===== src/rtl/uart_rx.sv =====
// 8N1 serial receiver: two-flop synchroniser, mid-bit sampling FSM, one-entry
// valid/ready holding register with frame-error pulse and sticky overrun.
module uart_rx #(
    parameter int CLK_FREQ_HZ  = 27_000_000,
    parameter int BAUD_RATE    = 115_200,
    parameter int CLKS_PER_BIT = CLK_FREQ_HZ / BAUD_RATE
) (
    input  logic       CLK,
    input  logic       RESET,
    input  logic       RXD,
    input  logic       READY,
    output logic [7:0] DATA,
    output logic       VALID,
    output logic       FRAME_ERR,
    output logic       OVERRUN,
    output logic       BUSY
);

    localparam int CW = $clog2(CLKS_PER_BIT);
    localparam logic [CW-1:0] FULL = CW'(CLKS_PER_BIT - 1);
    localparam logic [CW-1:0] HALF = CW'(CLKS_PER_BIT / 2 - 1);

    localparam logic [2:0] S_IDLE  = 3'd0;
    localparam logic [2:0] S_START = 3'd1;
    localparam logic [2:0] S_DATA  = 3'd2;
    localparam logic [2:0] S_STOP  = 3'd3;
    localparam logic [2:0] S_BREAK = 3'd4;

    logic [1:0]    r_sync;
    logic [2:0]    r_state;
    logic [CW-1:0] r_cnt;
    logic [2:0]    r_idx;
    logic [7:0]    r_shift;
    logic          r_done;
    logic          r_ferr;
    logic [7:0]    r_data;
    logic          r_valid;
    logic          r_ovr;
    logic          w_rx_s;
    logic          w_tick;

    assign w_rx_s = r_sync[1];
    assign w_tick = (r_cnt == '0);

    always_ff @(posedge CLK or negedge RESET) begin
        if (!RESET) r_sync <= 2'b11;
        else        r_sync <= {r_sync[0], RXD};
    end

    always_ff @(posedge CLK or negedge RESET) begin
        if (!RESET) begin
            r_state <= S_IDLE;
            r_cnt   <= '0;
            r_idx   <= '0;
            r_shift <= '0;
            r_done  <= 1'b0;
            r_ferr  <= 1'b0;
        end else begin
            r_done <= 1'b0;
            r_ferr <= 1'b0;
            if (!w_tick) r_cnt <= r_cnt - CW'(1);
            case (r_state)
                S_IDLE: if (!w_rx_s) begin
                    r_state <= S_START;
                    r_cnt   <= HALF;
                end
                S_START: if (w_tick) begin
                    if (!w_rx_s) begin
                        r_state <= S_DATA;
                        r_cnt   <= FULL;
                        r_idx   <= '0;
                    end else begin
                        r_state <= S_IDLE;
                    end
                end
                S_DATA: if (w_tick) begin
                    r_shift <= {w_rx_s, r_shift[7:1]};
                    r_cnt   <= FULL;
                    r_idx   <= r_idx + 3'd1;
                    if (r_idx == 3'd7) r_state <= S_STOP;
                end
                S_STOP: if (w_tick) begin
                    if (w_rx_s) begin
                        r_done  <= 1'b1;
                        r_state <= S_IDLE;
                    end else begin
                        r_ferr  <= 1'b1;
                        r_state <= S_BREAK;
                    end
                end
                S_BREAK: if (w_rx_s) r_state <= S_IDLE;
                default: r_state <= S_IDLE;
            endcase
        end
    end

    // A delivery into a full register that is being read the same cycle is
    // not an overrun; a drop beats a simultaneous accept for OVERRUN.
    always_ff @(posedge CLK or negedge RESET) begin
        if (!RESET) begin
            r_data  <= '0;
            r_valid <= 1'b0;
            r_ovr   <= 1'b0;
        end else if (r_done) begin
            if (!r_valid || READY) begin
                r_data  <= r_shift;
                r_valid <= 1'b1;
                if (r_valid) r_ovr <= 1'b0;
            end else begin
                r_ovr <= 1'b1;
            end
        end else if (r_valid && READY) begin
            r_valid <= 1'b0;
            r_ovr   <= 1'b0;
        end
    end

    assign DATA      = r_data;
    assign VALID     = r_valid;
    assign FRAME_ERR = r_ferr;
    assign OVERRUN   = r_ovr;
    assign BUSY      = (r_state != S_IDLE);

endmodule


===== config.mk =====
export PLATFORM = sky130hd
export DESIGN_NAME = uart_rx
export DESIGN_NICKNAME = d
export VERILOG_FILES = /design/src/rtl/uart_rx.sv
export SDC_FILE = /design/constraint.sdc
export NUM_CORES = 1
export LEC_CHECK = 0
export ABC_AREA = 1
export CORE_UTILIZATION = 40
export CTS_CLUSTER_SIZE = 30
export DETAILED_ROUTE_END_ITERATION = 10
export HOLD_SLACK_MARGIN = 0.02
export PLACE_DENSITY = 0.64
export REMOVE_ABC_BUFFERS = 1
export SLEW_MARGIN = 5
export SYNTH_ARGS = -nofsm -noshare
export SYNTH_HDL_FRONTEND = slang
export SYNTH_SLANG_ARGS = --single-unit

===== constraint.sdc =====
create_clock -name CLK -period 1.8 [get_ports CLK]
set_input_delay 0.27 -clock CLK [delete_from_list [all_inputs] [get_ports CLK]]
set_output_delay 0.27 -clock CLK [all_outputs]
set_load 0.03 [all_outputs]

# Yosys cells after proc, flatten, opt, wreduce, memory -nomap -nowiden
# Cells that the tools add are included.
dict set report word_totals {
  wordCells 71
  ram_bits 0
  in_bits 4
  output_inout_bits 12
  register_bits 36
  memories 0
  latch_bits 0
  rom_bits 0
}
dict set report op_classes {
  mux 31
  n_div 0
  shifts 0
  n_eq_ne 14
  n_bitwise 0
  reduce_logical 14
  addsub 2
  mul 0
  magnitude_cmp 0
}
# cell count
set ops {}
lappend ops {{8-bit 2-to-1 mux} 5}
lappend ops {{3-bit 2-to-1 mux} 10}
lappend ops {{8-bit case mux with 3 select lines} 1}
lappend ops {{3-bit case mux with 5 select lines} 1}
lappend ops {{2-bit != test (second input constant)} 7}
lappend ops {{1-bit 2-to-1 mux} 12}
lappend ops {{8-bit zero test} 1}
lappend ops {{2-bit AND reduction} 4}
lappend ops {{8-bit by 1-bit subtractor with 8-bit output (second input constant)} 1}
lappend ops {{3-bit by 2-bit equality test with 1-bit output (second input constant)} 2}
lappend ops {{3-bit equality test (second input constant)} 2}
lappend ops {{3-bit case mux with 2 select lines} 1}
lappend ops {{6-bit AND reduction} 1}
lappend ops {{4-bit AND reduction} 1}
lappend ops {{2-bit nonzero test} 2}
lappend ops {{3-bit by 1-bit adder with 3-bit output (second input constant)} 1}
lappend ops {{3-bit by 1-bit equality test with 1-bit output (second input constant)} 1}
lappend ops {{3-bit zero test} 1}
lappend ops {{3-bit != test (second input constant)} 1}
lappend ops {{3-bit nonzero test} 1}
lappend ops {{2-bit 2-to-1 mux} 1}
lappend ops {{2-bit by 1-bit != test with 1-bit output (second input constant)} 1}
lappend ops {{1-bit logical AND} 1}
lappend ops {{1-bit zero test} 1}
lappend ops {{1-bit logical OR} 1}

# Longest topological paths before layout
# Gate-level depths: netlist of run 1.
dict set report logic_depth {
  depth_word 5
  depth_mapped 10
  mapped_depth_nobuf 9
}

# Worst setup path after synthesis of run 1
# Ideal clock, no wire load.
dict set report synth_path {
  kind {register to register}
  startpoint {register r_cnt[0]}
  endpoint {register r_cnt[0]}
  period_less_slack_ps 1741
  arrival_ps 1617
  setup_slack_ps 59
  setup_time_ps 124
  path_stages_with_launch 10
  t_required_ps 1676
  path_cell_list {dfrtp_1 -> inv_1 -> ha_1 -> inv_1 -> nor3_1 -> nand2_1 -> buf_2 -> ha_1 -> nor3_1 -> o21ai_1}
}
dict set report synth_between {
  elab_chain_len 5
}
# item line_no
set synth_rtl {}
lappend synth_rtl {{start, declared} 31} ;# logic [CW-1:0] r_cnt;
lappend synth_rtl {{start signal, assigned} 61} ;# if (!w_tick) r_cnt <= r_cnt - CW'(1);
lappend synth_rtl {{8-bit by 1-bit subtractor with 8-bit output or 8-bit zero test (tied branches)} {61, 43}}
lappend synth_rtl {{8-bit 2-to-1 mux} 61}
lappend synth_rtl {{8-bit 2-to-1 mux} 68} ;# if (!w_rx_s) begin
lappend synth_rtl {{8-bit 2-to-1 mux} 67} ;# S_START: if (w_tick) begin
lappend synth_rtl {{8-bit case mux with 3 select lines (*)} 62} ;# case (r_state)
# Every way passes the cells marked *; elsewhere a longest branch is shown, timed or not.
# A chain may end at the register's enable or synchronous reset.

# Worst setup path after layout of run 1
# Ends and elaborated chain as after synthesis.

==> impl_results.md, run 1 <==
* Status: finished, final reports clean
* Worst Path Max Fanout at 3
* GRT busiest layer: met2
* Multi-input gate area in the final layout at 709 sq um
* Final core occ at 51.2%
* HP Class: input pin to asynchronous set/reset pin
* Clock share of power at 44.9%
* Area Overhead vs Synth at 20.5%
* Setup TNS Final at 0 ps
* Htree depth at 2
* Avg WL per Cell at 11.9 microns
* Cell total after placement at 268
* Clk root buf: clkbuf_8
* Yosys cell types at 22
* F_max at 0.605 GHz
* Vias at 1316
* Skew final at 4.43 ps
* GPL Wtd Cong at 0.943
* Global-route wire length before repair at 5560 microns
* YS warnings at 0
* Clk slew on worst S/H paths at 70 ps
* Slew HR at 69.4%
* Max Buffers Root-to-Sink at 2
* Rows at 23
* Switching pwr at 0.000299 W
* CTS tree: built
* Max Slew Vio Count at 0
* Largest net degree at the start of global routing at 37
* PortBufs at 15
* Die area at 0.00458 sq mm
* Crit path kind: flop to flop
* Remaining DRCs at 0
* Total GRT Usage at 16.6%
* Core ar. at 0.00406 sq mm
* Final HPWL DP at 2200 microns
* Met2 Usage GRT at 26.2%
* Horiz. Die Dim at 67.7 microns
* R2r worst-path depth at 8
* Initial Util at 42.5%
* Fillers at 401
* Nets@finish at 234
* Critical Path Slowest Stage Cell: dfrtp_1
* Seq/Total Area, Yosys at 52.4%
* Reg-to-Reg Start: r_cnt[0]
* Crit path cell chain: inv_1 > ha_1 > inv_1 > nor3_2 > nand2_1 > ha_1 > nor3_1 > o21ai_1
* Grt ovf at 0
* IO Count at 16
* Area leader, netlist: dfrtp_1
* Max VDD drop at 0.604 mV
* Yosys reg bits at 36
* CTS sink cnt at 36
* Top post-synthesis cells by area: dfrtp_1, nand2_1, inv_1, o21ai_2, o21ai_0
* Vias per cell at 4.75
* Period minus WS final at 1650 ps
* Vias in the first global route at 1257
* Critical Path Max Stage Delay at 400 ps
* Combinational group share of total power at 1.8%
* R2r setup slk at 150 ps
* Arr. time, crit path at 1830 ps
* Unrepaired setup endpoints after global routing: false
* Initial antenna violation count at 0
* ANT nets after route at 0
* Static Leakage at 1.00 nW
* Final cell count without fillers at 277
* Post-Syn Area at 0.00172 sq mm
* DRT Pass-1 Iters at 4
* Pint at 0.00123 W
* Critical path startpoint category: flop
* Worst r2r dst: r_cnt[0]
* Hold-fix buffer count after cts at 0
* Syn_area_per_cell at 8.58 sq um
* Routed WL at 3290 microns
* Die Y at 67.7 microns
* Least-Margin Pin Slew at 458 ps
* Synth top area share at 49.3%
* MaxCap Viol Count at 0
* Worst skew pair latency at 280 ps
* Power Density at 737 mW/mm^2
* Worst EP required at 1970 ps
* Met1 usage at 21.4%
* Fin Hold WS at 14.6 ps
* Post-Syn Instances at 201
* FF/Latch Area at 903 sq um
* Period utilization at 91.9%
* Postcts setup bufs at 0
* # diodes at 0
* CP endpoint kind: flop
* CTS buffer count at 5
* Setup Viol. Count Final at 0
* Layout cells sized above 1 at 15.9%
* Seq pwr share at 53.3%
* Sw frac at 19.6%
* Met3 Usage GRT at 6.08%
* Drt initial violations at 62
* Count of final hold-check violations at 0
[worst max path at each step]
stage	start	slack, ps	end
after global routing	r_cnt[0]	20	r_cnt[0]
after CTS	r_cnt[0]	100	r_cnt[0]
after global placement	r_cnt[0]	160	r_cnt[0]
after floorplan	r_cnt[0]	60	r_cnt[0]
after detailed placement	r_cnt[0]	100	r_cnt[0]
final	r_cnt[0]	150	r_cnt[0]
[power groups by stage]
stage | clock, W | sequential (W) | combinational (W)
after floorplan | 0 | 0.000830 | 0.00000347
after global placement | 0 | 0.000831 | 0.0000287
after detailed placement | 0 | 0.000831 | 0.0000287
after CTS | 0.000714 | 0.000815 | 0.0000289
after global routing | 0.000753 | 0.000815 | 0.0000324
final | 0.000688 | 0.000815 | 0.0000271
[synthesized netlist by cell type]
cell type,count
xnor2_1,1
dfstp_2,2
o21ai_0,17
ha_1,4
nor2_4,2
nand2_2,1
nor3_1,4
nand3_4,1
buf_6,2
buf_2,1
o21ai_1,2
o211ai_1,1
inv_1,28
nor2_1,21
dfrtp_1,34
mux2_2,1
nand3_1,10
nor2_2,1
clkbuf_1,1
a21oi_1,3
nand2_1,53
o21ai_2,11
[layout make-up]
class	count	share of cell area (%)
sequential	36	43.5
multi-input combinational	134	34.2
timing repair buffer	21	9.10
inverter	28	5.06
clock buffer	6	3.49
tap	50	3.01
clock inverter	2	1.69
[per-layer routing]
metal,up-vias,share of wire (%)
li1,689,-
met1,605,47
met2,18,49
met3,4,3.1
met4,0,0.73
met5,-,0
[kinds of logic (layout without fill, tap and decap cells)]
logic type	after synthesis	in the layout	share of synthesized area [%]
AO/OA/AOI/OAI	34	34	12.4
XOR/XNOR	1	1	0.508
adder cells (fa/ha/maj)	4	4	2.90
buffers and inverters	32	57	7.91
flip-flops	36	36	52.4
multiplexers	1	1	0.653
AND/OR/NAND/NOR	93	94	23.2
[per-stage QoR]
step	worst slack, ps	cell area, sq um	total power, W
CTS	95.2	2050	0.00156
global route	18.6	2080	0.00160
detailed placement	99.7	1950	0.000859
floorplan	62.3	1690	0.000834
finish	146	2080	0.00153
global placement	157	1950	0.000859
[registers in the layout, indices dropped and copies added (netlist names)]
signal	cells
r_done	1
r_idx	3
VALID	1
r_shift	8
r_sync	2
r_state	3
OVERRUN	1
FRAME_ERR	1
r_cnt	8
DATA	8
[worst max-delay path: cells and delay by family, from the launching register on]
kind	cells	cell delay [ps]
DFF	1	400
AOI/OAI and AO/OA	1	70
adders and majority gates	2	480
buffers and inverters	2	160
and+or+nand+nor	3	430
[repair_timing]
action,4_1_cts,5_1_grt
endpoints found under the setup margin,1,11
cloned,0,1
resized for setup,1,3
pin swaps,0,1
[cells in the final DEF, fill, tap and decap left out, types with 4 or more instances in the layout]
master and n:
o21ai_2 11, clkbuf_8 5, o21ai_0 17, buf_4 6
nand3_1 10, inv_1 28, nand2_1 52, clkdlybuf4s50_1 13
nor2_1 21, ha_1 4, dfrtp_1 34
Note: power is estimated with default switching activity, not from simulation.
==> inputs of run 2 (changes only) <==
- clock period: 1.8 -> 1.44 ns (I/O delays scaled with it)
==> impl_results.md, run 2 (synthesis gave the netlist of run 1 again) <==
* Worst EP required at 1630 ps
* CTS sink cnt at 36
* Htree depth at 2
* Commonest cells after routing, fill and taps aside: nand2_1, dfrtp_1, inv_1
* Status: finished, violations left
* Unrepaired setup endpoints after global routing: true
* Count of final hold-check violations at 0
* Critical Path Max Stage Delay at 400 ps
* Setup TNS Final at -992 ps
* Vias at 1421
* PortBufs at 15
* Routed WL at 3760 microns
* Arr. time, crit path at 1740 ps
* CTS buffer count at 5
* Avg WL per Cell at 12.6 microns
* Global-route wire length before repair at 5950 microns
* Worst Path Max Fanout at 2
* Setup Viol. Count Final at 16
* HP Class: input pin to flop
* Core ar. at 0.00406 sq mm
* CP endpoint kind: flop
* Worst skew pair latency at 300 ps
* Pwr Total at 0.00182 W
* Setup ws final at -111 ps
* Max VDD drop at 0.504 mV
* Initial antenna violation count at 0
* Period minus WS final at 1550 ps
* Vias in the first global route at 1359
* Static Leakage at 1.21 nW
* Design area at 0.00245 sq mm
* Fillers at 365
* Critical Path Slowest Stage Cell: dfrtp_1
* Max Buffers Root-to-Sink at 2
* Horiz. Die Dim at 67.7 microns
* Clk root buf: clkbuf_8
* Rows at 23
* Max Slew Vio Count at 0
* Period utilization at 108%
* Largest net degree at the start of global routing at 37
* Slew HR at 68.7%
* Die area at 0.00458 sq mm
* IO Count at 16
* Die Y at 67.7 microns
* Crit path kind: flop to flop
* Placed Area at 0.00204 sq mm
* Commonest non-fill, non-tap cell in the layout: nand2_1
* Skew final at 5.85 ps
* Initial Util at 42.5%
* F_max at 0.645 GHz
* Critical path startpoint category: flop
* Failing checks: negative setup slack
* Total GRT Usage at 17.9%
* CTS tree: built
* ANT nets after route at 0
* Grt ovf at 0
* Final HPWL DP at 2340 microns
* MaxCap Viol Count at 0
* Clk slew on worst S/H paths at 70 ps
* Layout cells sized above 1 at 36.1%
* DRT Pass-1 Iters at 4
* Power Density at 743 mW/mm^2
* Crit path cell chain: inv_2 > ha_4 > inv_4 > nor3_4 > nand2_2 > ha_1 > nor3_2 > o21ai_1
* # diodes at 0
* Area Overhead vs Synth at 41.9%
* Least-Margin Pin Slew at 470 ps
* Vias per cell at 4.75
* Remaining DRCs at 0
* GPL Wtd Cong at 0.818
* Nets@finish at 256
* Drt initial violations at 65
run 2: cell count changes in the layout (fill, tap and decap cells not counted), sizes merged:
cell	before	now
buf	7	30
clkdlybuf4s50	13	2
nand3	12	11
dlygate4sd3	0	1
dlygate4sd2	1	11
bufinv	1	0
clkinv	1	2
run 2: routing by layer:
layer | up-vias | share of wire, % | GRT usage [%]
li1 | 730 | - | -
met1 | 666 | 47 | 23.4
met2 | 18 | 49 | 27.6
met3 | 7 | 2.7 | 4.56
met4 | 0 | 1.8 | 8.24
met5 | - | 0 | 0
run 2: critical path: cells and delay by family (launching register included):
family / cells / cell delay (ps)
adders and majority gates: 2 / 480
DFF: 1 / 400
and+or+nand+nor: 3 / 350
buffers and inverters: 2 / 130
AOI/OAI and AO/OA: 1 / 80
run 2: final timing paths:
kind	startpoint	to	slack, ps	depth (start not counted)
max in group asynchronous	RESET	r_sync[0]	590	3
setup reg to reg	r_cnt[0]	r_cnt[0]	-110	8
hold reg to reg	r_sync[0]	r_sync[1]	360	0
hold / removal	RXD	r_sync[0]	320	1
setup / recovery	r_cnt[0]	r_cnt[0]	-110	8
min in group asynchronous	RESET	r_cnt[5]	490	3
run 2: where the power goes:
group	leakage [nW]	internal, W	switching [W]
combinational	0.681	0.0000127	0.0000278
sequential	0.482	0.00102	0.00000344
clock	0.0510	0.000382	0.000377
run 2: area by class of cell:
type | count | area, sq um | share of cell area, %
Inverter | 28 | 108 | 4.40
Tap cell | 50 | 62.6 | 2.56
Sequential cell | 36 | 903 | 36.9
Timing Repair Buffer | 44 | 398 | 16.3
Clock buffer | 6 | 82.6 | 3.37
Clock inverter | 2 | 10.0 | 0.409
Multi-Input combinational cell | 133 | 883 | 36.1
run 2: per-stage QoR:
| stage | hold slack [ps] | util (%) | setup slack [ps] | cells |
|---|---|---|---|---|
| floorplan | -79.6 | - | -298 | 197 |
| global placement | 289 | 50.4 | -152 | 281 |
| detailed placement | 291 | 50.4 | -199 | 281 |
| CTS | 313 | 57.3 | -130 | 297 |
| global route | 325 | 60.3 | -187 | 299 |
| finish | 320 | 60.3 | -111 | 299 |
run 2: what timing repair did:
| item | CTS | global route |
|---|---|---|
| gates resized for setup | 48 | 31 |
| pin swaps | 13 | 11 |
| hold buffers | 1 | 0 |
| buffers inserted | 5 | 2 |
| cloned | 2 | 0 |
| hold endpoints to repair | 34 | 0 |
| setup endpoints to repair | 34 | 24 |
